File: src/rtl/la_pkg.sv
// Types and constants shared by the logic-analyzer protocol trigger units.
package la_pkg;

  typedef enum logic [1:0] {
    IDLE,
    START,
    DATA,
    STOP
  } uart_trig_state_t;

  localparam int unsigned MIN_BAUD_DEFAULT = 4;

endpackage

File: src/rtl/sync_fall_det.sv
// Synchronizer chain for an asynchronous line plus a falling-edge detector.
// All flops preload to 1 so an idle-high line never yields a spurious edge after reset.
module sync_fall_det #(
  parameter int unsigned SYNC_STAGES = 2
) (
  input  logic clk,
  input  logic rst,
  input  logic din,
  output logic dout,
  output logic fall
);

  logic [SYNC_STAGES-1:0] sync_q;
  logic                   hist_q;

  always_ff @(posedge clk) begin
    if (rst) begin
      sync_q <= '1;
      hist_q <= 1'b1;
    end else begin
      // Shift toward the MSB; the truncating cast drops the oldest stage.
      sync_q <= SYNC_STAGES'({sync_q, din});
      hist_q <= sync_q[SYNC_STAGES-1];
    end
  end

  assign dout = sync_q[SYNC_STAGES-1];
  assign fall = hist_q & ~sync_q[SYNC_STAGES-1];

endmodule

File: src/rtl/uart_prot_trig.sv
// UART 8N1 deframer that pulses a trigger when a received byte equals a masked match value.
// Bits are sampled mid-cell by counting half a bit period from the start-bit falling edge.
module uart_prot_trig
  import la_pkg::*;
#(
  parameter int unsigned SYNC_STAGES = 2,
  parameter int unsigned MIN_BAUD    = MIN_BAUD_DEFAULT
) (
  input  logic        clk,
  input  logic        rst,
  input  logic        RX,
  input  logic        en,
  input  logic [15:0] baud_cnt,
  input  logic [7:0]  match,
  input  logic [7:0]  mask,
  output logic        UARTtrig,
  output logic        frm_err,
  output logic [7:0]  rx_data
);

  logic rx_sync;
  logic fall;

  sync_fall_det #(
    .SYNC_STAGES(SYNC_STAGES)
  ) u_sync_fall_det (
    .clk (clk),
    .rst (rst),
    .din (RX),
    .dout(rx_sync),
    .fall(fall)
  );

  uart_trig_state_t state_q;
  logic [15:0]      cnt_q;
  logic [15:0]      baud_q;
  logic [2:0]       bit_cnt_q;
  logic [7:0]       rx_shift_q;

  logic [15:0] baud_eff;
  logic        expired;
  logic        hit;

  assign baud_eff = (baud_cnt < 16'(MIN_BAUD)) ? 16'(MIN_BAUD) : baud_cnt;
  assign expired  = (cnt_q == 16'd1);
  assign hit      = (((rx_shift_q ^ match) & ~mask) == 8'h00);

  always_ff @(posedge clk) begin
    UARTtrig <= 1'b0;
    frm_err  <= 1'b0;
    if (rst) begin
      state_q    <= IDLE;
      cnt_q      <= '0;
      baud_q     <= '0;
      bit_cnt_q  <= '0;
      rx_shift_q <= '0;
      rx_data    <= '0;
    end else if (!en) begin
      state_q   <= IDLE;
      cnt_q     <= '0;
      bit_cnt_q <= '0;
    end else begin
      unique case (state_q)
        IDLE: begin
          if (fall) begin
            state_q <= START;
            baud_q  <= baud_eff;
            cnt_q   <= baud_eff >> 1;
          end
        end
        START: begin
          if (expired) begin
            if (!rx_sync) begin
              state_q   <= DATA;
              bit_cnt_q <= '0;
              cnt_q     <= baud_q;
            end else begin
              // Start bit not low at mid-cell: treat as a glitch.
              state_q <= IDLE;
              cnt_q   <= '0;
            end
          end else begin
            cnt_q <= cnt_q - 16'd1;
          end
        end
        DATA: begin
          if (expired) begin
            rx_shift_q <= {rx_sync, rx_shift_q[7:1]};
            cnt_q      <= baud_q;
            if (bit_cnt_q == 3'd7) begin
              state_q <= STOP;
            end else begin
              bit_cnt_q <= bit_cnt_q + 3'd1;
            end
          end else begin
            cnt_q <= cnt_q - 16'd1;
          end
        end
        STOP: begin
          if (expired) begin
            rx_data   <= rx_shift_q;
            UARTtrig  <= rx_sync & hit;
            frm_err   <= ~rx_sync;
            state_q   <= IDLE;
            cnt_q     <= '0;
            bit_cnt_q <= '0;
          end else begin
            cnt_q <= cnt_q - 16'd1;
          end
        end
        default: state_q <= IDLE;
      endcase
    end
  end

endmodule
File: config.mk
export PLATFORM = sky130hd
export DESIGN_NAME = uart_prot_trig
export DESIGN_NICKNAME = d
export VERILOG_FILES = /design/src/rtl/la_pkg.sv /design/src/rtl/sync_fall_det.sv /design/src/rtl/uart_prot_trig.sv
export SDC_FILE = /design/constraint.sdc
export NUM_CORES = 1
export LEC_CHECK = 0
export ABC_AREA = 0
export CAP_MARGIN = 20
export CORE_MARGIN = 2
export CORE_UTILIZATION = 55
export CTS_CLUSTER_DIAMETER = 200
export DETAILED_ROUTE_END_ITERATION = 10
export GPL_ROUTABILITY_DRIVEN = 0
export PLACE_DENSITY = 0.92
export SETUP_SLACK_MARGIN = 0.02
export SLEW_MARGIN = 25
export SYNTH_ARGS = -nofsm -noshare
export SYNTH_HDL_FRONTEND = slang
export SYNTH_HIERARCHICAL = 1
export SYNTH_SLANG_ARGS = --single-unit
File: constraint.sdc
create_clock -name clk -period 4.8 [get_ports clk]
set_input_delay 0.72 -clock clk [delete_from_list [all_inputs] [get_ports clk]]
set_output_delay 0.72 -clock clk [all_outputs]
set_load 0.02 [all_outputs]
-- Yosys cells after proc, flatten, opt, wreduce, memory -nomap -nowiden
Index checks and enable logic that the tools add are counted.
Widths: inputs -> output; s select.
- $add $sub $neg: 2
- equal/unequal tests: 12
- bitwise logic cells: 9
- muxes and demuxes: 20
- $lt $le $gt $ge: 1
- reductions and logical operators: 10
- operators with widths (cell ; count):
    $mux 16 ; 6
    $pmux 16 s4 ; 1
    $eq 16x1->1 const B ; 1
    $lt 16x3->1 const B ; 1
    $sub 16x1->16 const B ; 1
    $mux 3 ; 5
    $ne 2x2->1 const B ; 7
    $mux 2 ; 6
    $pmux 3 s3 ; 1
    $reduce_and 3->1 ; 3
    $and 8x8->8 ; 1
    $logic_not 8->1 ; 1
    $not 8->8 ; 1
    $pmux 2 s4 ; 1
    $xor 8x8->8 ; 1
    $reduce_and 6->1 ; 1
    $reduce_and 5->1 ; 1
    $eq 2x2->1 const B ; 2
    $not 1->1 ; 4
    $reduce_or 4->1 ; 1
    $add 3x1->3 const B ; 1
    $eq 3x3->1 const B ; 1
    $reduce_bool 3->1 ; 1
    $and 1x1->1 ; 2
    3 further kinds ; 3
- input port bits: 36
- output and inout bits: 10
- register bits: 58

-- Longest topological paths before layout
- word-level depth: 4
- gate-level depth with buffers: 9
- gate-level depth less buffers: 7

-- By module
The synthesis kept the hierarchy.
- by module, submodules not included (module ; cells an instance ; times used ; area each (µm²) ; sequential area each (µm²)):
    uart_prot_trig ; 350 ; 1 ; 2921.6 ; 1101.1
    sync_fall_det ; 7 ; 1 ; 85.1 ; 60.1

-- Worst setup path after synthesis
No wires, ideal clock.
- path type: register to register
- start point: register cnt_q[4]
- end point: register cnt_q[10]
- required time: 4668 ps
- slack: 2743 ps
- clock period less this slack: 2057 ps
- arrival time: 1925 ps
- buffers on the path: 3
- library setup time: 132 ps
- cell stages (with the launch flop): 9
- cell sequence: dfxtp_1 -> buf_6 -> or3_1 -> buf_6 -> nor4_4 -> a21oi_1 -> buf_4 -> a221oi_1 -> nor3_1
- word-level cells in the longest chain between the ends: 3
- elaborated cells on any way between the ends: 6
- classes of those cells: 1 x add/sub; 1 x eq/ne; 4 x mux
- RTL lines (item ; RTL line ; source):
    start, declared ; uart_prot_trig.sv:35 ; logic [15:0] cnt_q;
    start signal, assigned ; uart_prot_trig.sv:68 ; cnt_q <= baud_eff >> 1;
    start signal, assigned ; uart_prot_trig.sv:76 ; cnt_q <= baud_q;
    start signal, assigned ; uart_prot_trig.sv:83 ; cnt_q <= cnt_q - 16'd1;
    $sub 16x1->16 or $eq 16x1->1 (tied branches) ; -- ;
    $mux 16, on equally long branches ; uart_prot_trig.sv:100, uart_prot_trig.sv:72, uart_prot_trig.sv:87 ;
    $pmux 16 s4 * ; uart_prot_trig.sv:63 ; unique case (state_q)
Every way passes the cells marked *; elsewhere a longest branch is shown, timed or not.
A chain may end at the register's enable or synchronous reset.

-- Final worst setup path
- start point: register state_q[0]
- end point: register cnt_q[4]
- word-level cells in the longest chain between the ends: 2
- elaborated cells on any way between the ends: 6
- classes of those cells: 4 x eq/ne; 1 x mux; 1 x reduce/logical
- RTL lines (item ; RTL line ; source):
    start, declared ; uart_prot_trig.sv:34 ; uart_trig_state_t state_q;
    start signal, assigned ; uart_prot_trig.sv:52 ; state_q <= IDLE;
    start signal, assigned ; uart_prot_trig.sv:59 ; state_q <= IDLE;
    start signal, assigned ; uart_prot_trig.sv:66 ; state_q <= START;
    $eq 2x2->1 (tied with other cells) ; uart_prot_trig.sv:63 ;
    $pmux 16 s4 or $ne 2x2->1 (tied branches) ; -- ;
Parallel ways exist; a longest one is shown, timed or not.

==> results.json <==
{
  "min_period_ns": 2.62,
  "status": "finished, final reports clean",
  "viasPerCell": 6.21,
  "crit_type": "reg -> reg",
  "leakage_nw": 1.36,
  "hold_path_depth": 1,
  "numCtsBuffers": 9,
  "path_cells": "or3b_2 -> a211oi_1 -> and2_1 -> a221oi_1 -> nor4_1",
  "syn_avg_cell_area_sq_um": 8.42,
  "r2r.worst_path.cells": 5,
  "port_buffers": 45,
  "synthMuxAreaShare_pct": 8.66,
  "r2r-start": "state_q[0]",
  "grt_usage_pct": 28.1,
  "hold_path_class": "reg -> reg",
  "synthMostInstantiatedCell": "dfxtp_1",
  "synth_compound_area_share_pct": 15.6,
  "grt_util_met3_pct": 6.86,
  "die_w_um": 77.9,
  "ys_seq_area_share_pct": 38.6,
  "finalCritPeriodShare_pct": 54.5,
  "synth_top_family_by_area": "simple AND/OR/NAND/NOR gates",
  "startpoint_type": "register",
  "grt_max_degree": 38,
  "cts_post_setup_buffers_inserted": 0,
  "holdPathEnd": "u_sync_fall_det/sync_q[1]",
  "synthXorXnorAreaFrac_pct": 4.66,
  "wl_per_cell_um": 17.5,
  "synth-simple-area-share_pct": 24.9,
  "cts_buffer_depth": 2,
  "worst_slew_pin_slew_ns": 0.846,
  "arrival_ns": 2.86,
  "maxCapViolations": 0,
  "drc": 0,
  "cp_slowest_stage_delay_ns": 0.67,
  "nNetsFinal": 432,
  "relSlewSlack_pct": 43.6,
  "cts_tree": "yes",
  "synth_edf_count": 0,
  "die_h_um": 77.9,
  "crit_path_top_delay_cell": "and2_1",
  "route.vias.total": 2901,
  "start_util_pct": 57.8,
  "ys.flop_type": "dfxtp_1",
  "ant_nets": 0,
  "synth_area_leaders": "dfxtp_1, mux2i_1, nor2_1, a21oi_1, nand2_1",
  "async_flop_share_pct": 0,
  "dp_cells": 451,
  "hold_path_startpoint": "u_sync_fall_det/sync_q[0]",
  "power.density_nw_per_um2": 292,
  "synth_fa_ha_area_share_pct": 1.66,
  "core-area_sq_um": 5200,
  "htree_levels": 3,
  "io_pins": 46,
  "gr-max-usage-layer": "met2",
  "ys_warn_count": 6,
  "crit_fanout": 16,
  "antenna_found_initial": 0,
  "synth_common_cells": "dfxtp_1, nor2_1, nand2_1, a21oi_1, mux2i_1",
  "drtIter0Drc": 302,
  "synth_cells": 357,
  "fin_cells": 467,
  "synth_nets": 397,
  "rsz0062_at_grt": "no",
  "met1_usage_pct": 36.2,
  "cts.sinks": 58,
  "first_global_vias": 2786,
  "root_buffer": "clkbuf_8",
  "ir_worst_vdd_uv": 223,
  "use_met2_pct": 44.6,
  "detail_route.wirelength_um": 8160,
  "r2r_setup_slack_ns": 2.18,
  "ys_seq_elements": 58,
  "cp-end-kind": "register",
  "crit_required_ns": 5.05,
  "drive_above_1_share_pct": 8.56,
  "hpwl_um": 5430,
  "tns_ns": 0,
  "insertion_delay_ns": 0.34,
  "grt_first_pass_wirelength_um": 13500,
  "reg2reg_to": "cnt_q[4]",
  "slew_viol_final": 0,
  "drt-pass1-iter-count": 5,
  "path_clk_slew_ns": 0.07,
  "ctsHoldBuffers": 0,
  "finalClockSkew_ns": 0.00601,
  "setup_viol": 0,
  "rows": 26,
  "ys_types": 53,
  "ctsResizeCount": 0,
  "dieArea_sq_um": 6070,
  "max_freq_mhz": 382,
  "yosysTopAreaCell": "dfxtp_1",
  "synth_area_sq_um": 3010,
  "finalHoldViolations": 0,
  "syn_to_final_growth_pct": 20.6,
  "grt_overflow_total": 0,
  "synth_top_area_share_pct": 38.6,
  "n_antenna_cell": 0
}
-- cell families after synthesis --
logic type               after synthesis
buffers and inverters                 37
AND/OR/NAND/NOR                      149
multiplexers                          26
adder cells (fa/ha/maj)                4
AO/OA/AOI/OAI                         67
flip-flops                            58
XOR/XNOR                              16
-- state kept, by name, indices dropped and copies added (netlist names), named ones only --
name and count:
rx_data 8, baud_q 16, UARTtrig 1, rx_shift_q 8
state_q 1, bit_cnt_q 3, frm_err 1, u_sync_fall_det/hist_q 1
u_sync_fall_det/sync_q 2, cnt_q 16
-- critical path, delay by kind of cell, from the launching register on --
kind	cells	cell delay, ns
flip-flops	1	0.46
AO/OA/AOI/OAI	2	0.60
AND/OR/NAND/NOR	3	1.45
-- through the flow --
step / hold WS, ns / power [mW] / setup slack [ns] / utilization, % / area, sq um
global placement: 0.391 / 0.637 / 2.23 / 66.2 / 3440
CTS: 0.414 / 1.05 / 2.27 / 69.7 / 3630
global route: 0.423 / 1.08 / 2.11 / 69.7 / 3630
detailed placement: 0.400 / 0.642 / 2.20 / 66.2 / 3440
finish: 0.411 / 1.06 / 2.18 / 69.7 / 3630
floorplan: 0.385 / 0.590 / 2.74 / - / 3010
-- cells in the final DEF, fill, tap and decap left out, types with 4 or more instances in the layout --
cell and count:
dfxtp_1 58, nor2_1 47, clkdlybuf4s50_1 45, nand2_1 38
a21oi_1 29, mux2i_1 26, inv_1 13, xnor2_1 12
clkbuf_8 12, nor4_1 11, nor3_1 9, nand3_1 9
a221oi_1 9, nand2b_1 6, o21ai_0 6, a221oi_2 5
or3_1 4, xor2_1 4, ha_1 4
-- power by group --
group          internal, mW  total, mW  switching [mW]
Sequential            0.489      0.498         0.00888
Combinational        0.0659      0.139          0.0736
Clock                 0.228      0.420           0.192
Total                 0.783       1.06           0.274
-- cell type report --
type | instances | area, sq um
clock buffers | 14 | 173
clock inverters | 2 | 10.0
fillers | 371 | 1580
inverters | 13 | 48.8
multi-input cells | 262 | 1670
flip-flops and latches | 58 | 1160
well taps | 70 | 87.6
repair buffers | 48 | 473
-- layer usage --
metal | up-vias | share of wire, %
met5 | - | 0
li1 | 1332 | -
met2 | 189 | 46
met4 | 0 | 3.1
met1 | 1350 | 41
met3 | 30 | 9.7
-- worst max path at each step --
stage | from | slack [ns] | to
3_5_place_dp | en | 2.20 | UARTtrig
2_1_floorplan | cnt_q[4] | 2.74 | cnt_q[10]
3_3_place_gp | rst | 2.23 | state_q[0]
6_report | state_q[0] | 2.18 | cnt_q[4]
5_1_grt | state_q[0] | 2.11 | cnt_q[4]
4_1_cts | state_q[0] | 2.27 | cnt_q[8]
Note: power is estimated with default switching activity, not from simulation.
